==> config.mk <==
export PLATFORM = sky130hd
export DESIGN_NAME = data_mem_responder
export DESIGN_NICKNAME = d
export VERILOG_FILES = /design/src/rtl/data_mem_responder.sv
export SDC_FILE = /design/constraint.sdc
export NUM_CORES = 2
export LEC_CHECK = 0
export ABC_AREA = 1
export BUFFER_PORTS_ARGS = -buffer_cell sky130_fd_sc_hd__buf_2
export CORE_ASPECT_RATIO = 0.6
export CORE_MARGIN = 8
export CORE_UTILIZATION = 63
export DETAILED_ROUTE_END_ITERATION = 16
export PLACE_DENSITY = 0.79
export SLEW_MARGIN = 20
export SYNTH_ARGS = -nofsm -noshare
export SYNTH_HDL_FRONTEND = slang
export SYNTH_SLANG_ARGS = --single-unit
==> constraint.sdc <==
create_clock -name Clock -period 5.3 [get_ports Clock]
set_input_delay 1.06 -clock Clock [delete_from_list [all_inputs] [get_ports Clock]]
set_output_delay 1.06 -clock Clock [all_outputs]
set_load 0.1 [all_outputs]
==> src/rtl/data_mem_responder.sv <==
// Data-port memory responder: post-reset clearing sweep, one-cycle registered reads,
// sticky misalign/range flags and saturating access counters.
module data_mem_responder #(
    parameter int unsigned AW = 6,
    parameter int unsigned CW = 16
) (
    input  logic          Clock,
    input  logic          Reset,
    input  logic          MemWrite,
    input  logic          MemRead,
    input  logic [31:0]   Addr,
    input  logic [31:0]   Wdata,
    output logic [31:0]   Data,
    output logic          Data_Valid,
    output logic          Busy,
    output logic          Misalign,
    output logic          Range_Err,
    output logic [CW-1:0] Wr_Count,
    output logic [CW-1:0] Rd_Count
);

    typedef enum logic {
        S_CLEAR,
        S_READY
    } state_t;

    state_t        r_state;
    state_t        w_state_next;
    logic [AW-1:0] r_clr_ptr;
    logic [31:0]   r_mem [2**AW];
    logic [31:0]   r_data;
    logic          r_valid;
    logic          r_mis;
    logic          r_rng;
    logic [CW-1:0] r_wr_cnt;
    logic [CW-1:0] r_rd_cnt;

    logic [AW-1:0] w_idx;
    logic          w_misalign;
    logic          w_range;
    logic          w_err;
    logic          w_mem_we;
    logic [AW-1:0] w_mem_idx;
    logic [31:0]   w_mem_wdata;
    logic          w_wr_ok;
    logic          w_rd_go;
    logic          w_flag_upd;

    assign w_idx      = Addr[AW+1:2];
    assign w_misalign = |Addr[1:0];
    assign w_range    = |Addr[31:AW+2];
    assign w_err      = w_misalign | w_range;

    always_comb begin
        w_state_next = r_state;
        w_mem_we     = 1'b0;
        w_mem_idx    = r_clr_ptr;
        w_mem_wdata  = '0;
        w_wr_ok      = 1'b0;
        w_rd_go      = 1'b0;
        w_flag_upd   = 1'b0;
        case (r_state)
            S_CLEAR: begin
                w_mem_we = 1'b1;
                if (r_clr_ptr == '1) begin
                    w_state_next = S_READY;
                end
            end
            S_READY: begin
                w_flag_upd = MemWrite | MemRead;
                // A simultaneous read is dropped in favour of the write.
                if (MemWrite) begin
                    w_wr_ok     = ~w_err;
                    w_mem_we    = ~w_err;
                    w_mem_idx   = w_idx;
                    w_mem_wdata = Wdata;
                end else if (MemRead) begin
                    w_rd_go = 1'b1;
                end
            end
            default: w_state_next = S_CLEAR;
        endcase
    end

    always_ff @(posedge Clock) begin
        if (!Reset) begin
            r_state <= S_CLEAR;
        end else begin
            r_state <= w_state_next;
        end
    end

    always_ff @(posedge Clock) begin
        if (!Reset) begin
            r_clr_ptr <= '0;
        end else if (r_state == S_CLEAR) begin
            r_clr_ptr <= r_clr_ptr + AW'(1);
        end
    end

    always_ff @(posedge Clock) begin
        if (Reset && w_mem_we) begin
            r_mem[w_mem_idx] <= w_mem_wdata;
        end
    end

    always_ff @(posedge Clock) begin
        if (!Reset) begin
            r_data   <= '0;
            r_valid  <= 1'b0;
            r_mis    <= 1'b0;
            r_rng    <= 1'b0;
            r_wr_cnt <= '0;
            r_rd_cnt <= '0;
        end else begin
            r_valid <= w_rd_go;
            if (w_rd_go) begin
                r_data <= w_err ? '0 : r_mem[w_idx];
            end
            if (w_flag_upd) begin
                r_mis <= r_mis | w_misalign;
                r_rng <= r_rng | w_range;
            end
            if (w_wr_ok && (r_wr_cnt != '1)) begin
                r_wr_cnt <= r_wr_cnt + CW'(1);
            end
            if (w_rd_go && !w_err && (r_rd_cnt != '1)) begin
                r_rd_cnt <= r_rd_cnt + CW'(1);
            end
        end
    end

    assign Data       = r_data;
    assign Data_Valid = r_valid;
    assign Busy       = (r_state == S_CLEAR);
    assign Misalign   = r_mis;
    assign Range_Err  = r_rng;
    assign Wr_Count   = r_wr_cnt;
    assign Rd_Count   = r_rd_cnt;

endmodule
==> results.py <==
metrics = {
    "route": {
        "avgViaCountPerCell": 6.57,
        "drc_errors": 0,
        "drtPass1Iterations": 8,
        "vias": 60667,
        "ant_nets": 0,
        "drtIter0Drc": 11334,
        "wire_per_inst_um": 26.9,
        "wirelength_um": 249000,
    },
    "timing": {
        "report.final.slew_viol_count": 0,
        "fin_crit_ns": 3.47,
        "max_freq_mhz": 288,
        "hold_viol": 0,
        "skew_ns": 0.0286,
        "rsz0062_at_grt": "no",
        "setup_slack_ns": 1.83,
        "relSlewSlack": 0.188,
        "fin_crit_sh": 0.656,
        "max_slew.worst_pin.slew_ns": 1.22,
        "final-setup-viol-count": 0,
        "setup_tns_ns": 0,
    },
    "global_routing": {
        "grt_usage": 0.326,
        "grt_max_degree": 198,
        "grt_remaining_overflow": 0,
        "antenna_found_initial": 12,
        "grt_pass1_wl_um": 363000,
        "grt_pass1_vias": 57834,
    },
    "clock_tree": {
        "cts_hold_buf": 0,
        "path_clk_slew_ns": 0.06,
        "clock-sinks": 2122,
        "numCtsBuffers": 178,
        "insertion_delay_ns": 0.82,
        "cts_buffer_depth": 3,
        "cts_resized": 0,
        "cts_tree": "done",
        "ctsHtreeMaxLevel": 4,
        "cts_setup_buffers": 0,
        "root_buffer": "clkbuf_16",
    },
    "synthesis": {
        "yosysSeqAreaShare": 0.739,
        "synthFlopType": "edfxtp_1",
        "syn_inst": 7231,
        "yosys_warnings": 0,
        "ys_ff_latch": 2122,
        "synth.largest_area_cell": "edfxtp_1",
        "synth_top_area_share": 0.721,
        "netlist_area_mm2": 0.0853,
        "syn-num-nets": 7302,
        "synth-async-reset-ratio": 0,
        "avgSynthCellArea_um2": 11.8,
        "synthTopCellsByArea": "edfxtp_1 (72%), nand3_1 (12%), nand2_1 (10%)",
        "synth.distinct_cells": 26,
        "synth_edf_count": 2048,
    },
    "hold_path": {
        "holdPathStages": 2,
        "hp-start": "Misalign",
        "hold_class": "reg -> reg",
        "holdPathEnd": "Misalign",
    },
    "placement": {
        "port_buffers": 135,
        "placed_cells": 8901,
        "place_ws_ns": 1.07,
        "hpwl_um": 134000,
        "routabilityCongestion": 0.903,
    },
    "power": {
        "power.density_mw_per_mm2": 350,
        "leakage_nw": 35.0,
        "ir_drop_v": 0.000372,
    },
    "critical_path": {
        "critPathLaunch": "Addr[23]",
        "ff2ff_path_depth": 5,
        "cp-end-kind": "flop",
        "r2r-start": "r_state",
        "rrSetupSlack_ns": 1.88,
        "critical_path_required_ns": 5.79,
        "worstSetupStartpointType": "input port",
        "crit_fanout": 19,
        "worstPathArrival_ns": 3.96,
        "worst_r2r_endpoint": "r_mem[50][3]",
        "crit_type": "in -> reg",
    },
    "die": {
        "dieArea_mm2": 0.148,
        "core_area_mm2": 0.134,
        "start_util": 0.635,
        "die_h_um": 301,
        "ioPinCount": 136,
        "row_count": 104,
        "die_w_um": 491,
    },
    "layout": {
        "final_cells": 9239,
        "fillCellCount": 8635,
        "utilization": 0.708,
        "drive_gt1_frac": 0.0940,
        "nNetsFinal": 7351,
        "area_growth_pct": 11.4,
    },
    "status": {
        "outcome": "finished clean",
    },
    "run": {
        "cap_violations": 0,
    },
}
[cells in the final DEF (no fill, tap or decap), drive strengths merged]
cell type,count
nand2,2265
edfxtp,2048
nand3,1991
buf,336
clkbuf,240
nor2,148
inv,90
dfxtp,74
clkinv,71
a21oi,64
o21ai,25
nor3,21
bufinv,16
xor2,14
nand4,12
nor4,5
nor3b,5
ha,3
clkinvlp,3
diode,2
xnor2,2
nand3b,1
or3b,1
[synthesized netlist by cell type, types with 14 or more instances]
cell / count
nand2_1: 2264
edfxtp_1: 2048
nand3_1: 1991
buf_2: 189
clkbuf_1: 186
nor2_1: 147
buf_1: 84
inv_1: 79
dfxtp_1: 74
a21oi_1: 63
o21ai_0: 25
nor3_1: 20
xor2_1: 14
[critical path, cell delays in order]
cell	delay, ns
buf_2	0.09
nor2_1	0.11
nand2_1	0.07
nor2_1	0.14
nand4_1	0.20
inv_1	0.21
nand2_1	0.13
a21oi_4	0.24
nand4_1	0.53
nor2_4	0.78
buf_4	0.38
[report_power, final]
group / leakage, nW / switching (mW) / total (mW) / internal (mW)
sequential: 22.1 / 0.0123 / 18.2 / 18.1
clock: 2.88 / 6.00 / 13.4 / 7.38
combinational: 10.0 / 1.24 / 1.66 / 0.423
total: 35.0 / 7.25 / 33.2 / 25.9
[cell type report]
cell class	count	area, µm²	share of cell area
inverter	85	347	0.00365
clock buffer	240	4970	0.0523
sequential	2122	63000	0.663
tap	1802	2250	0.0237
antenna	2	5.00	0.0000527
clock inverter	95	920	0.00968
multi-input combinational	4557	20700	0.218
timing repair buffer	336	2820	0.0297
[worst max-delay path by stage]
stage	depth (start not counted)	slack, ns	endpoint
4_1_cts	11	1.91	r_mem[50][3]
3_3_place_gp	11	1.12	r_mem[50][3]
6_report	11	1.83	r_mem[50][3]
3_5_place_dp	11	1.07	r_mem[50][3]
2_1_floorplan	6	1.28	r_mem[0][0]
5_1_grt	11	1.69	r_mem[50][3]
[logic make-up after synthesis]
logic type,synth area share
buffers and inverters,0.0274
adders and majority gates,0.000440
and+or+nand+nor,0.226
AOI/OAI and AO/OA,0.00536
DFF,0.739
xor gates and xnor gates,0.00164
[per-layer routing]
| layer | track usage | vias to the layer above | routed length, µm |
|---|---|---|---|
| met4 | 0.143 | 6 | 12000 |
| met1 | 0.459 | 28712 | 88800 |
| met2 | 0.473 | 5446 | 106000 |
| met3 | 0.101 | 781 | 41700 |
| met5 | 0.000973 | - | 41 |
| li1 | - | 25722 | - |
[registers in the layout (all words and copies together), names as in the netlist]
register / flops
r_state: 1
Data_Valid: 1
Range_Err: 1
Wr_Count: 16
Misalign: 1
r_clr_ptr: 6
r_mem: 2048
Rd_Count: 16
Data: 32
[through the flow]
step / hold slack [ns] / area, µm² / power [mW]
floorplan: 0.457 / 85300 / 19.5
finish: 0.472 / 95000 / 33.2
global route: 0.493 / 95000 / 33.9
detailed placement: 0.462 / 89000 / 20.1
CTS: 0.472 / 94900 / 33.1
global placement: 0.434 / 89000 / 20.1
(Power assumes the default switching activity.)
